File: src/rtl/ram_row_streamer.sv
// Strided RAM row reader streaming each returned word over valid/ready.
// Latency: first address 1 cycle after start, first beat 3 cycles after start.
// Backpressure: credit issue bounds FIFO entries plus in-flight reads to 2.

module sync_fifo #(
    parameter int W     = 64,
    parameter int DEPTH = 2
) (
    input  logic                         clk,
    input  logic                         reset,
    input  logic                         push_vld,
    input  logic [W-1:0]                 push_dat,
    input  logic                         pop_vld,
    output logic [W-1:0]                 head_dat,
    output logic [$clog2(DEPTH+1)-1:0]   count
);
    localparam int PW = (DEPTH > 1) ? $clog2(DEPTH) : 1;
    localparam int CW = $clog2(DEPTH + 1);

    logic [W-1:0]  mem [DEPTH];
    logic [PW-1:0] rd_ptr;
    logic [PW-1:0] wr_ptr;

    assign head_dat = mem[rd_ptr];

    always_ff @(posedge clk) begin
        if (reset) begin
            rd_ptr <= '0;
            wr_ptr <= '0;
            count  <= '0;
            for (int i = 0; i < DEPTH; i++) mem[i] <= '0;
        end else begin
            if (push_vld) begin
                mem[wr_ptr] <= push_dat;
                wr_ptr      <= (wr_ptr == PW'(DEPTH - 1)) ? '0 : wr_ptr + PW'(1);
            end
            if (pop_vld)
                rd_ptr <= (rd_ptr == PW'(DEPTH - 1)) ? '0 : rd_ptr + PW'(1);
            case ({push_vld, pop_vld})
                2'b10:   count <= count + CW'(1);
                2'b01:   count <= count - CW'(1);
                default: count <= count;
            endcase
        end
    end
endmodule

module ram_row_streamer #(
    parameter int AW = 11,
    parameter int MW = 8,
    parameter int DW = 8
) (
    input  logic               clk,
    input  logic               reset,
    input  logic               start,
    input  logic [AW-1:0]      base_addr,
    input  logic [AW-1:0]      stride,
    input  logic [AW:0]        num_rows,
    output logic               busy,
    output logic               done,
    output logic [AW-1:0]      ram_addr,
    output logic [MW-1:0]      ram_we,
    output logic [MW*DW-1:0]   ram_d,
    input  logic [MW*DW-1:0]   ram_q,
    output logic [MW*DW-1:0]   out_data,
    output logic               out_valid,
    input  logic               out_ready
);
    typedef enum logic [1:0] {IDLE, RUN, DRAIN} state_t;

    state_t        state, state_nxt;
    logic          done_nxt;
    logic [AW:0]   rows_left;
    logic [AW-1:0] next_addr;
    logic [AW-1:0] stride_q;
    logic [AW-1:0] last_addr;
    logic          inflight;
    logic [1:0]    fifo_count;
    logic [2:0]    credit;
    logic          pop;
    logic          issue;

    assign ram_we    = '0;
    assign ram_d     = '0;
    assign busy      = (state != IDLE);
    assign out_valid = (fifo_count != 2'd0);
    assign pop       = out_valid & out_ready;

    // A same-cycle pop frees a slot, so it counts toward the issue credit.
    assign credit = {1'b0, fifo_count} + {2'b00, inflight};
    assign issue  = (state == RUN) && (rows_left != '0) &&
                    (credit < (3'd2 + {2'b00, pop}));

    assign ram_addr = issue ? next_addr : last_addr;

    sync_fifo #(.W(MW*DW), .DEPTH(2)) u_fifo (
        .clk      (clk),
        .reset    (reset),
        .push_vld (inflight),
        .push_dat (ram_q),
        .pop_vld  (pop),
        .head_dat (out_data),
        .count    (fifo_count)
    );

    always_comb begin
        state_nxt = state;
        done_nxt  = 1'b0;
        case (state)
            IDLE: begin
                if (start) begin
                    if (num_rows == '0) done_nxt  = 1'b1;
                    else                state_nxt = RUN;
                end
            end
            RUN: begin
                if (issue && rows_left == (AW+1)'(1)) state_nxt = DRAIN;
            end
            DRAIN: begin
                if (!inflight && fifo_count == 2'd1 && pop) begin
                    state_nxt = IDLE;
                    done_nxt  = 1'b1;
                end
            end
            default: state_nxt = IDLE;
        endcase
    end

    always_ff @(posedge clk) begin
        if (reset) begin
            state     <= IDLE;
            done      <= 1'b0;
            rows_left <= '0;
            next_addr <= '0;
            stride_q  <= '0;
            last_addr <= '0;
            inflight  <= 1'b0;
        end else begin
            state    <= state_nxt;
            done     <= done_nxt;
            inflight <= issue;
            if (state == IDLE && start && num_rows != '0) begin
                rows_left <= num_rows;
                next_addr <= base_addr;
                stride_q  <= stride;
            end else if (issue) begin
                rows_left <= rows_left - (AW+1)'(1);
                next_addr <= next_addr + stride_q;
                last_addr <= next_addr;
            end
        end
    end
endmodule

File: config.mk
export PLATFORM = sky130hd
export DESIGN_NAME = ram_row_streamer
export DESIGN_NICKNAME = d
export VERILOG_FILES = /design/src/rtl/ram_row_streamer.sv
export SDC_FILE = /design/constraint.sdc
export NUM_CORES = 1
export LEC_CHECK = 0
export BUFFER_PORTS_ARGS = -buffer_cell sky130_fd_sc_hd__buf_4
export CORE_MARGIN = 1.5
export CORE_UTILIZATION = 53
export DETAILED_ROUTE_END_ITERATION = 6
export PLACE_DENSITY = 0.77
export SLEW_MARGIN = 20
export SYNTH_ARGS = -nofsm -noshare
export SYNTH_HDL_FRONTEND = slang
export SYNTH_SLANG_ARGS = --single-unit
File: constraint.sdc
create_clock -name clk -period 6.3 [get_ports clk]
set_input_delay 0.945 -clock clk [delete_from_list [all_inputs] [get_ports clk]]
set_output_delay 0.945 -clock clk [all_outputs]
set_load 0.02 [all_outputs]
==> impl_results.rst <==
.. list-table::
   :header-rows: 1

   * - Metric
     - Value
   * - Status
     - complete, no violations
   * - Async S/R FF share, synth
     - 0%
   * - Worst Setup Slack post-DPL
     - between 2 and 2.5 ns
   * - Number of input and output port buffers inserted
     - 179
   * - Number of enable-type register cells in the synthesized netlist
     - ~130
   * - Standard-cell rows
     - between 40 and 50
   * - Post-DR wirelength/cell
     - 15.4 um
   * - Clk pin slew, worst setup/hold paths
     - 0.07 ns
   * - Syn Inst Count
     - a little under 800
   * - Final WS setup
     - 2.37 ns
   * - Clk sinks
     - 182
   * - Flip-flop cell with the highest count after synthesis
     - edfxtp_1
   * - Slew at the pin closest to its max-slew limit
     - between 0.8 and 0.9 ns
   * - Remaining max-slew budget at the tightest pin
     - 41.5%
   * - Overall die area
     - approximately 17000 sq um
   * - Clock latency at the later pin of the worst-skew pair
     - 0.42 ns
   * - Arr. time, crit path
     - between 2 and 3 ns
   * - Die Ht
     - 132 um
   * - Placement Cell Area
     - between 10000 and 15000 sq um
   * - Number of violations reported at the end of detailed-routing iteration 0
     - 352
   * - Overall die width
     - approximately 130 um
   * - Final HPWL from detailed placement
     - 11.9 mm
   * - Total number of nets in the final design
     - approximately 1100
   * - Proportion of power drawn by flip-flops and latches
     - roughly two fifths
   * - Aggregate global-route resource usage
     - 20.6%
   * - Clock tree from TritonCTS
     - yes
   * - Number of instances on the worst hold path
     - 2
   * - Fraction of the yosys area taken by sequential cells
     - a little under three fifths
   * - Synth top area cells
     - edfxtp_1 (43%), dfxtp_1 (12%), and2_1 (10%)
   * - Vias after detailed routing
     - 5941
   * - Max Slew Vio Count
     - 0
   * - Antenna violation net count after detailed routing
     - 0
   * - Starting density of the core
     - around 54%
   * - Number of buffers created by CTS
     - 17
   * - Number of search-and-repair iterations in the first detailed-routing pass
     - 5
   * - Non-Filler Cell Area, Final
     - around 11000 sq um
   * - Max Fanout on Critical Path
     - 17
   * - Leakage power of the design
     - around 4.6 nW
   * - Final Wtd Congestion
     - roughly 0.84
   * - # Max-Cap Violations
     - 0
   * - Total congestion overflow
     - 0
   * - Cts-stage hold buffer count
     - 0
   * - Combined area of all synthesized cells
     - about 8900 sq um
   * - Count of endpoints failing setup in the final report
     - 0
   * - Number of cells on the worst reg-to-reg path
     - 8
   * - Floorplan core area
     - 16500 sq um
   * - Total inserted antenna cells
     - 0
   * - Cell Pwr Density
     - 323 nW/um^2
   * - Maximum clock insertion buffer count
     - 2
   * - Cell at the root of the clock tree
     - clkbuf_16
   * - Clock network fraction of total power
     - around 29%
   * - Setup repair after global routing missed its margin
     - no
   * - Fraction of the cycle the final worst path needs
     - between 60% and 70%
   * - Final Hold Violating Endpoints
     - 0
   * - H-tree Lvls
     - 4
   * - Total length of routed wires
     - 18.1 mm
   * - Area leader, netlist
     - edfxtp_1
   * - Pin count of the biggest net entering global routing
     - 65
   * - Antenna violations before repair
     - 0
   * - Distinct cells, synth
     - between 50 and 60
   * - Fin Setup TNS
     - 0 ns
   * - Class of the tightest hold or removal check
     - flip-flop to flip-flop
   * - Final std cells w/o fill
     - 1171
   * - Min cycle time layout
     - just under 4 ns
   * - I/O pins
     - roughly 250
   * - Wire length of the first global-routing pass
     - ~28 mm
   * - CP endpoint kind
     - output port
   * - Switching share of total power
     - 31.3%
   * - Flop and latch count out of synthesis
     - between 150 and 200
   * - Internal power of the cells
     - 2.39 mW
   * - Placed Instances
     - approximately 1100
   * - Critical Setup Path Class
     - flip-flop to output port
   * - Remaining design rule violation count
     - 0
   * - Fillers
     - 1307
   * - Avg Synthesized Cell Area
     - roughly 12 sq um
   * - Combinational power share
     - just under 30%
   * - Share of post-route cells with drive strength above 1
     - between 30 and 40%
   * - Vias in the first global route
     - about 5800
   * - Number of gates resized after CTS
     - 0
   * - Post-synth top area share
     - 43.4%
   * - Maximum frequency from static timing analysis
     - approximately 250 MHz
   * - Post-Route Skew
     - 0.0102 ns
   * - Maximum VDD drop
     - between 0.15 and 0.2 mV
   * - Mean number of vias per cell
     - between 5 and 6
   * - Endpoint required time on the critical path
     - approximately 5.4 ns
   * - Post-CTS setup-driven buffer insertion count
     - 0
   * - Number of warnings issued by yosys
     - 0
   * - Switch Pwr
     - ~1.1 mW
   * - Area growth from synthesis to final layout
     - 21.3%
   * - Startpoint Class
     - flip-flop
worst max-delay path, cell delays in order (launching register included):
cell	delay, ns
dfxtp_1	0.40
inv_1	0.06
ha_1	0.23
or3b_4	0.41
a2111oi_4	0.45
and2_1	0.61
nand2_1	0.13
nand2_1	0.11
buf_4	0.15
per-layer routing:
metal | GRT usage (%) | up-vias | wire length (um)
met5 | 0 | - | 0
met4 | 7.14 | 0 | 303
met3 | 4.11 | 16 | 966
met2 | 35.2 | 190 | 9030
met1 | 26.2 | 2841 | 7760
li1 | - | 2894 | -
registers in the layout, indices dropped and copies added (netlist names), named ones only:
| register | cells |
|---|---|
| rows_left | 12 |
| inflight | 1 |
| next_addr | 11 |
| done | 1 |
| state | 2 |
| u_fifo.count | 2 |
| u_fifo.rd_ptr | 1 |
| u_fifo.wr_ptr | 1 |
| u_fifo.mem | 128 |
| stride_q | 11 |
| last_addr | 11 |
synthesized netlist by cell type (all sizes together), types with 2 or more instances:
library cell  number
a211oi             4
a21o               7
a21oi             31
a221oi             5
a22oi             10
a31oi              6
a41oi              2
and2             143
and3               4
buf               79
clkbuf            28
dfxtp             54
edfxtp           128
ha                18
inv               16
mux2              64
nand2             62
nand3              8
nand4              3
nor2              29
nor2b              4
nor3              12
nor4               5
o211ai             3
o21ai             12
o311ai             2
o31a               2
xnor2              4
xor2               3
final cells by class:
cell class / count / area [sq um] / area share (%)
clock buffer: 19 / 433 / 4.03
clock inverter: 13 / 141 / 1.32
inverter: 16 / 60.1 / 0.559
multi-input combinational: 535 / 3500 / 32.6
sequential: 182 / 4930 / 45.9
tap: 220 / 275 / 2.56
timing repair buffer: 186 / 1400 / 13.0
power by group through the flow:
stage / clock network (mW) / registers (mW) / logic, mW
after floorplan: 0 / 1.46 / 0.705
after global placement: 0 / 1.46 / 1.01
after detailed placement: 0 / 1.46 / 1.02
after CTS: 1.04 / 1.44 / 1.02
after global routing: 1.09 / 1.45 / 1.09
final: 1.02 / 1.44 / 1.02
worst paths after layout:
check                  startpoint       endpoint  slack (ns)
setup / recovery  u_fifo.count[0]    ram_addr[8]        2.37
hold / removal        stride_q[2]    stride_q[2]        0.46
setup reg to reg  u_fifo.count[0]  rows_left[10]        3.23
hold reg to reg       stride_q[2]    stride_q[2]        0.46
layout by cell type, fill, tap and decap left out, types with 4 or more instances in the layout:
| master | synthesis | routed |
|---|---|---|
| dfxtp_1 | 54 | 53 |
| o21ai_0 | 12 | 10 |
| clkbuf_16 | 0 | 17 |
| buf_4 | 73 | 186 |
| mux2_2 | 64 | 64 |
| a21oi_1 | 31 | 31 |
| a221oi_1 | 5 | 5 |
| and2_1 | 143 | 143 |
| a211oi_1 | 4 | 4 |
| nor3_1 | 11 | 9 |
| nor4_1 | 4 | 4 |
| a31oi_1 | 6 | 6 |
| conb_1 | 1 | 72 |
| inv_6 | 0 | 4 |
| and3_1 | 4 | 4 |
| a22oi_1 | 10 | 10 |
| a21o_1 | 7 | 7 |
| nand2_1 | 61 | 61 |
| nor2b_1 | 4 | 4 |
| xnor2_1 | 4 | 4 |
| edfxtp_1 | 128 | 128 |
| nor2_1 | 29 | 29 |
| nand3_1 | 8 | 8 |
| inv_1 | 16 | 16 |
| ha_1 | 18 | 18 |
stage by stage:
step | utilization [%] | hold slack (ns) | power, mW
3_5_place_dp | 61.7 | 0.453 | 2.48
2_1_floorplan | - | 0.440 | 2.16
4_1_cts | 65.2 | 0.463 | 3.50
3_3_place_gp | 61.7 | 0.448 | 2.47
5_1_grt | 65.2 | 0.483 | 3.63
6_report | 65.2 | 0.461 | 3.47
logic make-up (layout without fill, tap and decap cells):
kind of cell               count (synthesis)  after routing  synth area share, %
DFF                                      182            182                 55.6
xor gates and xnor gates                   7              7                0.692
buffers and inverters                    123            234                 8.37
adders and majority gates                 19             19                 2.77
and+or+nand+nor                          277            277                 17.0
AOI/OAI and AO/OA                         96             96                 7.39
muxes                                     64             64                 8.14
other                                      1             72               0.0424
Note: power is estimated with default switching activity, not from simulation.
